$ cat src/rtl/split_arrays.sv
// split_arrays: pops 2*INPUT_ARR_LEN bytes from a FWFT FIFO, writes the first half to L, the second to R, then pulses merge_start
module split_arrays #(
   parameter int INPUT_ARR_LEN = 2,
   parameter int VAR_LEN       = 2
) (
   input  logic       clk,
   input  logic       rst_n,
   input  logic       start,
   input  logic [7:0] in_data,
   input  logic       in_empty,
   output logic       rd_in,
   input  logic       afull_L,
   input  logic       afull_R,
   output logic [7:0] array_L,
   output logic [7:0] array_R,
   output logic [1:0] wr_fifo,
   output logic       busy,
   output logic       merge_start
);
   typedef enum logic [1:0] {IDLE, FILL_L, FILL_R, DONE} state_t;
   localparam logic [VAR_LEN-1:0] LAST = VAR_LEN'(INPUT_ARR_LEN - 1);
   state_t state_q, state_d;
   logic [VAR_LEN-1:0] cnt_q, cnt_d;
   logic [7:0] array_l_q, array_l_d, array_r_q, array_r_d;
   logic [1:0] wr_q, wr_d;
   logic ms_q, ms_d;
   logic xfer, last;
   assign xfer = !in_empty && ((state_q == FILL_L && !afull_L) || (state_q == FILL_R && !afull_R));
   assign last = cnt_q == LAST;
   assign rd_in = xfer;
   assign busy = state_q != IDLE;
   assign array_L = array_l_q;
   assign array_R = array_r_q;
   assign wr_fifo = wr_q;
   assign merge_start = ms_q;
   // next state: a byte moves only when the source has data and the target half has room
   always_comb begin
      state_d = state_q;
      cnt_d = cnt_q;
      array_l_d = array_l_q;
      array_r_d = array_r_q;
      wr_d = 2'b00;
      ms_d = 1'b0;
      case (state_q)
         IDLE: begin
            cnt_d = '0;
            state_d = start ? FILL_L : IDLE;
         end
         FILL_L: if (xfer) begin
            array_l_d = in_data;
            wr_d = 2'b01;
            cnt_d = last ? '0 : cnt_q + 1'b1;
            state_d = last ? FILL_R : FILL_L;
         end
         FILL_R: if (xfer) begin
            array_r_d = in_data;
            wr_d = 2'b10;
            cnt_d = last ? '0 : cnt_q + 1'b1;
            state_d = last ? DONE : FILL_R;
         end
         default: begin
            ms_d = 1'b1;
            state_d = IDLE;
         end
      endcase
   end
   // state and output registers; async reset abandons any partial split without merge_start
   always_ff @(posedge clk or negedge rst_n) begin
      if (!rst_n) begin
         state_q <= IDLE;
         cnt_q <= '0;
         array_l_q <= '0;
         array_r_q <= '0;
         wr_q <= 2'b00;
         ms_q <= 1'b0;
      end else begin
         state_q <= state_d;
         cnt_q <= cnt_d;
         array_l_q <= array_l_d;
         array_r_q <= array_r_d;
         wr_q <= wr_d;
         ms_q <= ms_d;
      end
   end
endmodule

$ cat config.mk
export PLATFORM = sky130hd
export DESIGN_NAME = split_arrays
export DESIGN_NICKNAME = d
export VERILOG_FILES = /design/src/rtl/split_arrays.sv
export SDC_FILE = /design/constraint.sdc
export NUM_CORES = 1
export LEC_CHECK = 0
export CAP_MARGIN = 10
export CORE_MARGIN = 4
export CORE_UTILIZATION = 44
export DETAILED_ROUTE_END_ITERATION = 7
export GPL_TIMING_DRIVEN = 0
export PLACE_DENSITY = 0.78
export SLEW_MARGIN = 15
export SYNTH_ARGS = -nofsm -noshare
export SYNTH_HDL_FRONTEND = slang
export SYNTH_SLANG_ARGS = --single-unit
$ cat constraint.sdc
create_clock -name clk -period 1.98 [get_ports clk]
set_input_delay 0.495 -clock clk [delete_from_list [all_inputs] [get_ports clk]]
set_output_delay 0.495 -clock clk [all_outputs]
set_load 0.03 [all_outputs]
==> summary.txt <==
Setup path
  – Critical path arrival: 1.45 ns
  – R2R depth: 7
  – Startpoint Class: flop
  – CP Class: flop to primary output
  – CP required: 1.48 ns
  – Worst-path maximum fanout: 5
  – Crit. End Element: primary output

Pwr
  – Leakage: 0.693 nW
  – Peak VDD IR: 920 uV
  – Design Power: 2.47 mW
  – Cell Pwr Density: 1630 mW/mm2

Clock network
  – Hold-fix buffers, CTS: 0
  – Worst skew pair latency: 0.32 ns
  – CTS tree: built
  – CTS max path bufs: 2
  – H-tree depth: 1
  – Clk root buf: clkbuf_4
  – Clock transition at path regs: 0.13 ns
  – Clock sinks: 23
  – Cts bufs inserted: 3

Detailed routing
  – DRT iter0 DRCs: 8
  – DRC violations left: 0
  – Routed vias/inst: 4.94
  – DR WL/cell: 15.0 um
  – Post-route ant nets: 0
  – Vias: 691
  – Final wirelength: 2100 um
  – TritonRoute pass-1 iters: 3

Final layout
  – Filler Cell Count: 165
  – Most common cell after layout, fill and taps aside: clkdlybuf4s50_1
  – Most frequent cells in the layout: clkdlybuf4s50_1 (29), dfrtp_1 (21), mux2_2 (8), mux2_4 (8), buf_4 (6)
  – Area Overhead vs Synth: 46.0%
  – Fraction of layout cells with a size suffix above 1: 35.7%
  – Fin nets: 131
  – N_diodes: 0
  – Post-route cell area: 0.00152 mm2

Yosys
  – Mapped Area: 0.00104 mm2
  – Yosys warns: 0
  – Post-synth top area share: 55.4%
  – Mean Syn Cell Area: 15.3 um2
  – Largest area contributor in the netlist: dfrtp_1
  – Synthesized instance count: 68
  – #FFs+latches synth: 23
  – Register area share after synthesis: 55.4%
  – Synth top area cells: dfrtp_1 (55%), mux2_4 (12%), mux2_2 (8.7%), ha_1 (4.8%), a21oi_4 (4.7%)
  – Syn Nets: 86
  – Count of different cell masters after synthesis: 20

Floorplanning
  – Die Area: 0.00320 mm2
  – Die Ht: 56.6 um
  – Core area: 0.00223 mm2
  – Starting Density: 46.5%
  – Rows: 17
  – DIE WIDTH: 56.6 um
  – Top Ports: 35

Global routing
  – Gr ovfl total: 0
  – Initial antenna violation count: 0
  – Largest net degree at the start of global routing: 24
  – GRT Util Overall: 14.5%
  – First-pass GRT wire length: 3630 um
  – Vias in the first global route: 765

STA
  – Rel. slew slack: 66.7%
  – Setup Skew: 0.0157 ns
  – Final Hold Violating Endpoints: 0
  – Max Fclk: 514 MHz
  – Final setup vio count: 0
  – Fin crit share: 98.2%
  – Slew Viols, Final: 0
  – Final Hold Slack: 0.121 ns
  – Min Tclk post-route: 1.95 ns
  – Slew @ Worst Pin: 0.499 ns

Flow run
  – Max Cap Viol: 0

Run status
  – Status: completed

Placement
  – IO buf count: 34
  – Hpwl dp: 1510 um
  – Post-DP Area: 0.00141 mm2
  – Gpl congestion: 0.778

Hold path
  – Worst Hold Class: input port to async pin
## cell usage after synthesis, drive strengths merged
cell	count
a21o	1
a21oi	5
a31oi	2
and3	2
dfrtp	23
ha	4
inv	3
mux2	17
mux2i	1
nand2	1
nand2b	4
nor2b	1
nor3b	1
o21ai	1
o21bai	1
xor2	1
## critical path: stages (launching register included)
cell	delay, ns
dfrtp_2	0.43
buf_4	0.13
ha_4	0.15
nand2b_4	0.08
a21oi_4	0.18
buf_6	0.15
## area by class of cell
type	instances	area [um2]	area share [%]
multi-input cells	42	477	31.4
repair buffers	40	388	25.6
flip-flops and latches	23	578	38.1
well taps	28	35.0	2.31
inverters	3	11.3	0.743
clock inverters	1	5.00	0.330
clock buffers	3	22.5	1.49
## logic make-up after synthesis
group           Yosys count  share of synthesized area [%]
compound gates           10                           8.80
fa+ha+maj                 4                           4.82
simple gates              9                           6.75
xor+xnor                  1                          0.844
flops                    23                           55.4
mux                      18                           22.3
buf+inv                   3                           1.08
## state kept, by name (all words and copies together) (netlist names)
signal	count
array_L	8
array_R	8
cnt_q	2
state_q	2
wr_fifo	2
merge_start	1
## report_power, final
| group | switching (mW) | total, mW | internal (mW) |
|---|---|---|---|
| registers | 0.118 | 0.785 | 0.668 |
| logic | 0.752 | 1.47 | 0.722 |
| clock network | 0.137 | 0.212 | 0.0755 |
## through the flow
| step | util [%] | worst slack (ns) | TNS (ns) | instances |
|---|---|---|---|---|
| after CTS | 66.7 | -0.0167 | -0.0167 | 138 |
| final | 67.9 | 0.0348 | 0 | 140 |
| after detailed placement | 63.3 | -0.612 | -1.21 | 130 |
| after global routing | 67.9 | -0.0185 | -0.0185 | 140 |
| after global placement | 63.3 | -0.594 | -1.07 | 130 |
| after floorplan | - | 0.222 | 0 | 68 |
## per-layer routing
layer  routed length [um]  track usage (%)
met4                   24             5.08
met2                  993             24.3
met3                  153             2.76
met1                  927             18.4
met5                    0                0
## repair_timing
item / 4_1_cts / 5_1_grt
pin swaps: 1 / 0
gates resized for setup: 13 / 7
endpoints found under the setup margin: 2 / 2
setup buffers: 4 / 2
## worst paths after layout
kind                                   startpoint                     end  slack (ns)
max reg2reg                state_q[1]$_DFFE_PN0P_  state_q[0]$_DFFE_PN0P_        0.26
min reg2reg                array_R[0]$_DFFE_PN0P_  array_R[0]$_DFFE_PN0P_        0.52
max in group asynchronous                   rst_n  state_q[0]$_DFFE_PN0P_        1.50
min                                         rst_n  array_L[5]$_DFFE_PN0P_        0.12
min in group clk           array_R[0]$_DFFE_PN0P_  array_R[0]$_DFFE_PN0P_        0.52
max                        state_q[1]$_DFFE_PN0P_                   rd_in        0.03
Power figures use the tool's default switching activity.
